<file path="src/rtl/ret_sbc_mc.sv">
// rtl/ret_sbc_mc.sv - multi-channel stochastic-to-binary converter
// Progressive power-of-two estimates with optional early termination.
module ret_sbc_mc #(
    parameter int WIDTH = 8,
    parameter int NCH   = 4,
    parameter int LW    = $clog2(WIDTH + 1)
) (
    input  logic                 clk,
    input  logic                 rst,
    input  logic                 start,
    input  logic                 mode,
    input  logic [LW-1:0]        len_log2,
    input  logic                 in_valid,
    input  logic [NCH-1:0]       pz,
    input  logic                 term_req,
    output logic                 busy,
    output logic                 prog,
    output logic                 out_valid,
    input  logic                 out_ready,
    output logic [NCH*WIDTH-1:0] Bz,
    output logic [LW-1:0]        n_log2
);

    typedef enum logic [1:0] {IDLE, RUN, HOLD} state_t;

    state_t                     state, state_n;
    logic [WIDTH:0]             cnt, cnt_n, tgt;
    logic [NCH-1:0][WIDTH:0]    ones, ones_n;
    logic                       term_pend, mode_r;
    logic [LW-1:0]              len_r, len_clamp, k, shamt;
    logic                       accept, is_pow2, boundary, finish, upd, prog_n;
    logic [NCH*WIDTH-1:0]       est;

    assign len_clamp = (len_log2 > LW'(WIDTH)) ? LW'(WIDTH) : len_log2;
    assign accept    = (state == RUN) && in_valid;
    assign cnt_n     = cnt + (WIDTH+1)'(1);
    assign tgt       = (WIDTH+1)'(1) << len_r;
    assign is_pow2   = ((cnt_n & (cnt_n - (WIDTH+1)'(1))) == '0);
    assign boundary  = accept && is_pow2;
    assign finish    = accept && ((cnt_n == tgt) ||
                                  (mode_r && is_pow2 && (term_pend || term_req)));
    assign upd       = finish || (boundary && mode_r);
    assign prog_n    = boundary && mode_r && !finish;
    assign shamt     = LW'(WIDTH) - k;

    // Estimate is only consumed when cnt_n is a power of two, so k is its sole set bit.
    always_comb begin
        k      = '0;
        ones_n = '0;
        est    = '0;
        for (int i = 0; i <= WIDTH; i++)
            if (cnt_n[i]) k = LW'(i);
        for (int c = 0; c < NCH; c++) begin
            ones_n[c] = ones[c] + (WIDTH+1)'(pz[c]);
            est[c*WIDTH +: WIDTH] = (ones_n[c] == cnt_n) ? {WIDTH{1'b1}}
                                                         : WIDTH'(ones_n[c] << shamt);
        end
    end

    always_ff @(posedge clk) begin
        if (rst) state <= IDLE;
        else     state <= state_n;
    end

    always_comb begin
        state_n = state;
        case (state)
            IDLE:    if (start)     state_n = RUN;
            RUN:     if (finish)    state_n = HOLD;
            HOLD:    if (out_ready) state_n = IDLE;
            default: state_n = IDLE;
        endcase
    end

    assign busy      = (state != IDLE);
    assign out_valid = (state == HOLD);

    always_ff @(posedge clk) begin
        if (rst) begin
            cnt       <= '0;
            ones      <= '0;
            term_pend <= 1'b0;
            mode_r    <= 1'b0;
            len_r     <= '0;
            prog      <= 1'b0;
            Bz        <= '0;
            n_log2    <= '0;
        end else begin
            prog <= prog_n;
            if (state == IDLE && start) begin
                cnt       <= '0;
                ones      <= '0;
                term_pend <= 1'b0;
                mode_r    <= mode;
                len_r     <= len_clamp;
            end
            if (state == RUN) begin
                if (mode_r && term_req) term_pend <= 1'b1;
                if (accept) begin
                    cnt  <= cnt_n;
                    ones <= ones_n;
                end
            end
            if (upd) begin
                Bz     <= est;
                n_log2 <= k;
            end
        end
    end

endmodule

</file>
<file path="config.mk">
export PLATFORM = sky130hd
export DESIGN_NAME = ret_sbc_mc
export DESIGN_NICKNAME = d
export VERILOG_FILES = /design/src/rtl/ret_sbc_mc.sv
export SDC_FILE = /design/constraint.sdc
export NUM_CORES = 1
export LEC_CHECK = 0
export CAP_MARGIN = 20
export CORE_ASPECT_RATIO = 0.7
export CORE_MARGIN = 2
export CORE_UTILIZATION = 40
export CTS_BUF_LIST = sky130_fd_sc_hd__clkbuf_4 sky130_fd_sc_hd__clkbuf_8
export CTS_CLUSTER_SIZE = 20
export DETAILED_ROUTE_END_ITERATION = 10
export PLACE_DENSITY = 0.62
export SLEW_MARGIN = 20
export SYNTH_ARGS = -nofsm -noshare
export SYNTH_HDL_FRONTEND = slang
export SYNTH_SLANG_ARGS = --single-unit
export TNS_END_PERCENT = 100
</file>
<file path="constraint.sdc">
create_clock -name clk -period 11.3 [get_ports clk]
set_input_delay 2.26 -clock clk [delete_from_list [all_inputs] [get_ports clk]]
set_output_delay 2.26 -clock clk [all_outputs]
set_load 0.05 [all_outputs]
</file>
* Word level (Yosys, flattened, before mapping)
Index checks and enable logic that the tools add are counted.
** Storage, ports and cells
- Register bits :: 90
- Input bits :: 15
- Logic and storage cells :: 79
** Operators by class
- $add $sub $neg :: 7
- Magnitude comparators :: 1
- Equality and inequality tests :: 10
- Shift-type cells :: 5
- Muxes and demuxes :: 26
- Bitwise gates (word level) :: 1
- Reduce and logical (&&, ||, !) cells :: 17
** Operators with widths (number)
- 36-bit 2-to-1 mux :: 3
- 9-bit equality test :: 5
- 9-bit by 1-bit adder with 9-bit output :: 4
- 9-bit by 4-bit left shift with 8-bit output :: 4
- 4-bit 2-to-1 mux :: 8
- 8-bit 2-to-1 mux :: 4
- 9-bit 2-to-1 mux :: 3
- 9-bit by 1-bit adder with 9-bit output, second input constant :: 1
- 9-bit bitwise AND :: 1
- 1-bit logical AND :: 9
- 9-bit zero test :: 1
- 1-bit by 4-bit left shift with 9-bit output, first input constant :: 1
- 9-bit by 1-bit subtractor with 9-bit output, second input constant :: 1
- 2-bit 2-to-1 mux :: 3
- 2-bit one-hot mux with 3 select lines :: 1
- 4-bit > comparator, second input constant :: 1
- 1-bit 2-to-1 mux :: 4
- 2-bit inequality test, second input constant :: 2
- 4-bit subtractor, first input constant :: 1
- 1-bit logical OR :: 3
- 3-bit AND reduction :: 1
- 2-bit by 1-bit equality test with 1-bit output, second input constant :: 1
- 2-bit equality test, second input constant :: 1
- 2-bit zero test :: 1
- other kinds (3) :: 3

* Depth between registers and ports, before layout
Gate-level depths: netlist (run 1).
- Word-level depth :: 12
- Gate-level depth with buffers :: 19
- Depth with buffers taken out :: 13

* Least setup slack after synthesis (run 1)
OpenSTA, ideal clock, no wires.
- Path kind :: input to register
- Start point :: input port pz[1]
- End point :: register Bz[15]
- Library setup time :: 91 ps
- Data arrival time :: 4086 ps
- Setup slack :: 7123 ps
- Cell stages on the path :: 8
- Cell sequence :: ha_1 ha_1 nand3_1 xnor2_1 inv_1 mux4_1 or3_1 a311oi_1
** On the way
- Word-level cells in the longest chain between the ends :: 3
- Elaborated cells on any way between the ends :: 4
** RTL lines
- start, declared :: line 14 : input logic [NCH-1:0] pz,
- 9-bit by 1-bit adder with 9-bit output * :: line 54 : ones_n[c] = ones[c] + (WIDTH+1)'(pz[c]);
- 9-bit by 4-bit left shift with 8-bit output or 9-bit equality test (tied branches) :: line 56, 55
- 8-bit 2-to-1 mux * :: line 55 : est[c*WIDTH +: WIDTH] = (ones_n[c] == cnt_n) ? {WIDTH{1'b1}}
- end signal, assigned :: line 105 : Bz <= est;
- end, declared :: line 20 : output logic [NCH*WIDTH-1:0] Bz,
Every way passes the cells marked *; elsewhere a longest branch is shown, timed or not.
A chain may end at the register's enable or synchronous reset.

* Worst setup path in the final report (run 1)
- Start point :: register cnt[0]
- End point :: register Bz[28]
** On the way
- Word-level cells in the longest chain between the ends :: 12
- Elaborated cells on any way between the ends :: 24
** RTL lines
- start, declared :: line 27 : logic [WIDTH:0] cnt, cnt_n, tgt;
- start signal, assigned :: line 100 : cnt <= cnt_n;
- 9-bit by 1-bit adder with 9-bit output * :: line 36 : assign cnt_n = cnt + (WIDTH+1)'(1);
- 1-bit 2-to-1 mux :: line 52 : if (cnt_n[i]) k = LW'(i);
- 4-bit 2-to-1 mux (7 in series) :: line 52
- 4-bit subtractor :: line 44 : assign shamt = LW'(WIDTH) - k;
- 9-bit by 4-bit left shift with 8-bit output :: line 56 : : WIDTH'(ones_n[c] << shamt);
- 8-bit 2-to-1 mux :: line 55
Marked as above.

==> results.tsv, run 1 <==
stage	metric	value	unit
outcome	status	finished, final reports clean	
final_layout	mostFrequentLayoutCell	nor2_1	
sta	max_freq	195	MHz
power_and_ir_drop	clkPwrFrac	30.4	%
floorplanning	coreArea	14000	sq um
worst_setup_path	start_kind	flip-flop	
cts	cts_buffers	9	
final_layout	layout_common_cells	nor2_1 (113), dfxtp_1 (90), clkdlybuf4s50_1 (52)	
synth	ys_ff_latch	90	
cts	cts_tree	yes	
final_layout	synthToLayoutAreaGrowth	12.7	%
synth	ys.warnings.count	0	
synth	synth_area_per_cell	8.26	sq um
power_and_ir_drop	sw_frac_of_total	33.2	%
power_and_ir_drop	ir_drop	0.0516	mV
drt	avgRoutedWirePerCell	17.9	um
final_layout	fin_cells	910	
global_routing	grt_pass1_vias	4838	
final_layout	regArea	1800	sq um
worst_setup_path	path_buf_inv	2	
drt	routed_wl	16300	um
global_routing	antenna_found_initial	0	
drt	initialDrtViolationCount	512	
synth	yosysSeqAreaShare	31.2	%
synth	netlist_area	5770	sq um
synth	synthCells	699	
final_layout	num_antenna_cells	0	
worst_setup_path	cp_slowest_stage_delay	0.75	ns
worst_setup_path	critPathMaxFanout	39	
cts	htree_levels	3	
worst_setup_path	crit_required	11.59	ns
synth	syn-num-nets	726	
sta	fin_skew	0.0115	ns
global_routing	grt_pass1_wl	26400	um
drt	dr_total_vias	5264	
floorplanning	row_count	36	
placement	place_area	6320	sq um
sta	tns	0	ns
global_routing	grt_overflow	0	
worst_setup_path	path_cells	ha_1 -> nand3_1 -> xor2_1 -> o21ai_0 -> a221oi_4 -> buf_4 -> inv_1 -> ha_1 -> xor2_1 -> nor2b_1 -> a32oi_1 -> a211oi_1	
sta	final_max_slew_viol_count	0	
power_and_ir_drop	internal_power	0.000490	W
sta	hold_viol_final	0	
cts	cts_resized	0	
power_and_ir_drop	power_frac_seq	46.5	%
hold_path	worstHoldPathType	reg -> reg	
drt	drtPass1Iterations	5	
power_and_ir_drop	p_sw	0.000244	W
flow_run	maxCapViolCount	0	
worst_setup_path	slowest_stage	xor2_1	
final_layout	final_area	6510	sq um
power_and_ir_drop	total_power	0.000733	W
floorplanning	die_h	105	um
cts	insertion_delay	0.38	ns
worst_setup_path	path_class	reg -> reg	
synth	synth_flop_cell	dfxtp_1	
final_layout	fill_cells	1367	
synth	synth_edf_count	0	
sta	period_share	45.4	%
worst_setup_path	r2r_setup_slack	6.17	ns
cts	path_clk_slew	0.09	ns
sta	relSlewSlack	33.6	%
drt	vias_per_cell	5.78	
placement	port_buffers	53	
floorplanning	die_area	15400	sq um
sta	fin_crit	5.13	ns
power_and_ir_drop	p_per_area	113	nW/um^2
floorplanning	start_util	41.2	%
cts	clock_path_buffers	2	
final_layout	final_util	46.4	%
cts	cts_setup_buffers	0	
sta	setup_viol	0	
placement	hpwlAfterDp	11600	um
placement	place_congestion	0.899	
final_layout	drive_above_1_share	7.08	%
cts	cts-hold-fix-buffers	0	
sta	rsz0062_at_grt	no	
worst_setup_path	crit_family	XOR/XNOR gates	
floorplanning	die_width	148	um
final_layout	fin_nets	743	
sta	worst-slew-pin-transition	0.987	ns
power_and_ir_drop	p_leak	2.18	nW
drt	drc_errors	0	
power_and_ir_drop	p_comb_share	23.0	%
cts	clock-root-buffer	clkbuf_8	
synth	postSynth.asyncResetShare	0	%
drt	ant_nets	0	
global_routing	grt_usage	21.4	%
worst_setup_path	arrival	5.41	ns
cts	cts_sinks	90	
global_routing	grt_max_degree	91	
worst_setup_path	critPathCaptureType	flip-flop	
placement	place_inst	895	
final_layout	multiInputGateArea	3660	sq um
synth	synth.distinct_cells	64	
floorplanning	ios	54	
[synthesized netlist by cell type (5+ instances only)]
master    instances  area, sq um
xnor2_1          50          438
a211oi_1         29          218
clkbuf_1         39          146
nand2b_1          7         43.8
xor2_1           20          175
nand4_1           7         43.8
a21oi_1          29          145
nand3b_1          8         60.1
a22oi_1          33          248
dfxtp_1          90         1800
nor4_1            6         37.5
o21ai_0          24          120
nor2_1          114          428
and3_1           17          106
or3_1            10         62.6
nand3_1          36          180
buf_6             5         56.3
nor2b_1           6         37.5
a311oi_1          8         70.1
mux2_2            6         67.6
ha_1             12          150
nand2_1          31          116
mux2i_1          27          270
nor3_1            5         25.0
inv_1            11         41.3
[cell type report]
class / count / area share (%)
inverter: 12 / 0.692
tap: 190 / 3.65
clock inverter: 5 / 0.865
sequential: 90 / 27.7
clock buffer: 10 / 2.02
timing repair buffer: 60 / 8.88
multi-input combinational: 543 / 56.2
[logic make-up (layout without fill, tap and decap cells)]
kind of cell | Yosys count | after routing | share of synthesized area, %
adders and majority gates | 12 | 12 | 2.60
xor gates and xnor gates | 74 | 74 | 12.0
and+or+nand+nor | 265 | 265 | 22.5
muxes | 37 | 37 | 7.61
buffers and inverters | 66 | 87 | 5.53
DFF | 90 | 90 | 31.2
AOI/OAI and AO/OA | 155 | 155 | 18.6
[metal layers]
metal | track usage, % | vias up | routed length [um]
met3 | 5.04 | 19 | 1350
met2 | 31.0 | 206 | 6730
li1 | - | 2526 | -
met1 | 31.6 | 2513 | 7960
met5 | 0 | - | 0
met4 | 5.43 | 0 | 242
[power by group through the flow]
stage,Combinational [W],Sequential (W),Clock (W)
floorplan,0.0000861,0.000382,0
global placement,0.000166,0.000348,0
detailed placement,0.000168,0.000349,0
CTS,0.000168,0.000341,0.000227
global route,0.000181,0.000343,0.000238
finish,0.000169,0.000341,0.000223
[per-stage QoR]
| stage | hold WS, ns | setup slack, ns |
|---|---|---|
| 6_report | 0.472 | 6.17 |
| 4_1_cts | 0.474 | 6.38 |
| 3_5_place_dp | 0.454 | 6.00 |
| 5_1_grt | 0.505 | 5.80 |
| 3_3_place_gp | 0.433 | 6.05 |
| 2_1_floorplan | 0.414 | 7.12 |
[state kept, by name, indices dropped and copies added (netlist names)]
name	count
state	2
Bz	32
n_log2	4
cnt	9
prog	1
mode_r	1
len_r	4
term_pend	1
ones	36
[final timing paths]
check / endpoint / from / cells past startpoint
worst max-delay path: Bz[28] / cnt[0] / 12
worst min-delay path: state[0] / state[1] / 1
worst max register to register: Bz[28] / cnt[0] / 12
worst min register to register: state[0] / state[1] / 1
Power figures use the tool's default switching activity.
==> inputs of run 2 (changes only) <==
==> constraint.sdc (replaced) <==
create_clock -name clk -period 5.2 [get_ports clk]
set_input_delay 1.04 -clock clk [delete_from_list [all_inputs] [get_ports clk]]
set_output_delay 1.04 -clock clk [all_outputs]
set_load 0.05 [all_outputs]
==> run 2 against run 1 <==
Against the previous run: die area unchanged; core utilization up 0.46 points; clock skew up 0.0014 ns; critical endpoint is now Bz[4]; hold slack better by 0.014 ns; largest cell class unchanged; setup slack worse by 5.3 ns; combinational power up 120%; highest routed layer unchanged; sequential share of layout area down 0.27 points; flip-flop and latch count unchanged; critical path depth down 2; clock power up 150%.
==> results.tsv, run 2 (synthesis results as in run 1) <==
stage	metric	value	unit	change
sta	hold_viol_final	0		unchanged
cts	path_clk_slew	0.10	ns	about the same
worst_setup_path	path_class	reg -> reg		
power_and_ir_drop	ir_drop	0.116	mV	+120%
floorplanning	start_util	41.2	%	unchanged
floorplanning	die_area	15400	sq um	unchanged
cts	cts-hold-fix-buffers	0		unchanged
sta	fin_crit	4.37	ns	-0.760 ns
cts	clock-root-buffer	clkbuf_8		
final_layout	mostFrequentLayoutCell	nor2_1		
floorplanning	ios	54		unchanged
power_and_ir_drop	p_leak	2.21	nW	+1.6%
worst_setup_path	critPathCaptureType	flip-flop		
global_routing	grt_usage	21.4	%	+0.068 points
final_layout	top_register	ones		
placement	dp_slack	0.974	ns	-5.03 ns
sta	worst-slew-pin-transition	1.05	ns	+0.0636 ns
final_layout	synthToLayoutAreaGrowth	13.8	%	
flow_run	maxCapViolCount	0		unchanged
final_layout	largestRegisters	ones: 36 flops, Bz: 32 flops, cnt: 9 flops		
final_layout	largest_register_ff_count	36		unchanged
drt	vias_per_cell	5.74		-0.83%
final_layout	drive_above_1_share	7.72	%	+0.64 points
cts	cts_resized	0		unchanged
placement	port_buffers	53		unchanged
worst_setup_path	start_kind	flip-flop		
drt	initialDrtViolationCount	608		+19%
sta	setup_viol	0		unchanged
floorplanning	coreArea	14000	sq um	unchanged
sta	final_max_slew_viol_count	0		unchanged
sta	max_freq	229	MHz	+17%
final_layout	num_antenna_cells	0		unchanged
floorplanning	die_h	105	um	unchanged
cts	cts_sinks	90		unchanged
worst_setup_path	r2r_setup_slack	0.83	ns	-5.34 ns
hold_path	worstHoldPathType	reg -> reg		
sta	period_share	84.0	%	+39 points
final_layout	fin_nets	747		+0.54%
drt	routed_wl	16400	um	+0.63%
sta	fin_skew	0.0129	ns	+0.00140 ns
sta	hold_slack	0.486	ns	+0.0142 ns
cts	htree_levels	3		unchanged
global_routing	grt_overflow	0		unchanged
placement	place_congestion	1.01		+12%
floorplanning	die_width	148	um	unchanged
global_routing	grt_pass1_vias	4809		-0.60%
final_layout	layout_common_cells	nor2_1 (113), dfxtp_1 (90), clkdlybuf4s50_1 (52)		
cts	cts_tree	yes		
sta	setup_slack	0.834	ns	-5.34 ns
sta	rsz0062_at_grt	no		
worst_setup_path	crit_required	5.49	ns	-6.10 ns
sta	relSlewSlack	29.4	%	-4.3 points
cts	insertion_delay	0.38	ns	about the same
cts	clock_path_buffers	2		unchanged
drt	ant_nets	0		unchanged
global_routing	grt_pass1_wl	26300	um	-0.60%
global_routing	antenna_found_initial	0		unchanged
outcome	status	finished, final reports clean		
global_routing	grt_max_degree	55		-40%
final_layout	fill_cells	1323		-3.2%
worst_setup_path	critPathMaxFanout	16		-59%
drt	dr_total_vias	5249		-0.28%
drt	drtPass1Iterations	6		+1
sta	tns	0	ns	unchanged
worst_setup_path	arrival	4.66	ns	-0.75 ns
cts	cts_setup_buffers	0		unchanged
drt	drc_errors	0		unchanged
drt	avgRoutedWirePerCell	17.9	um	about the same
placement	hpwlAfterDp	12100	um	+3.5%
floorplanning	row_count	36		unchanged
cts	cts_buffers	9		unchanged
power_and_ir_drop	p_per_area	252	nW/um^2	+120%
-- run 2: cell types whose count changed in the layout (fill, tap and decap cells not counted), sizes merged --
cell / before / now
buf: 8 / 12
bufinv: 1 / 2
clkinv: 3 / 2
inv: 12 / 13
-- run 2: final timing paths --
path | startpoint | end | cells after the start
setup / recovery | cnt[0] | Bz[4] | 10
hold / removal | n_log2[2] | n_log2[2] | 2
setup reg to reg | cnt[0] | Bz[4] | 10
hold reg to reg | n_log2[2] | n_log2[2] | 2
-- run 2: area by class of cell --
cell class | count | area [sq um] | share of cell area, %
Clock inverter | 6 | 90.1 | 1.37
Tap cell | 190 | 238 | 3.62
Timing Repair Buffer | 64 | 608 | 9.26
Multi-Input combinational cell | 543 | 3660 | 55.6
Clock buffer | 10 | 131 | 2.00
Sequential cell | 90 | 1800 | 27.4
Inverter | 12 | 45.0 | 0.686
-- run 2: metrics by stage --
step / cells / util, % / cell area, sq um / power [W]
global placement: 899 / 45.3 / 6350 / 0.00112
detailed placement: 899 / 45.3 / 6350 / 0.00112
finish: 915 / 46.9 / 6570 / 0.00166
global route: 915 / 46.9 / 6570 / 0.00172
floorplan: 699 / - / 5770 / 0.00102
CTS: 915 / 46.9 / 6570 / 0.00166
-- run 2: routing by layer --
layer  track usage, %  vias to the layer above  wire length, um
li1                 -                     2540                -
met1             32.2                     2466             8170
met2             29.7                      222             6590
met3             5.48                       21             1360
met4             6.11                        0              256
met5                0                        -                0
-- run 2: where the power goes --
part           internal, W  switching [W]  total [W]
combinational     0.000124       0.000245   0.000369
sequential        0.000718      0.0000223   0.000740
clock             0.000278       0.000269   0.000547
-- run 2: critical path: stages (launching register included) --
cell and delay (ns):
dfxtp_1 0.64, nand3_1 0.49, o21ai_1 0.59, nand3_1 0.27
a21oi_1 0.17, o21ai_0 0.13, ha_1 0.57, nor2_1 0.68
a21boi_0 0.20, a211o_1 0.32, a211oi_2 0.22
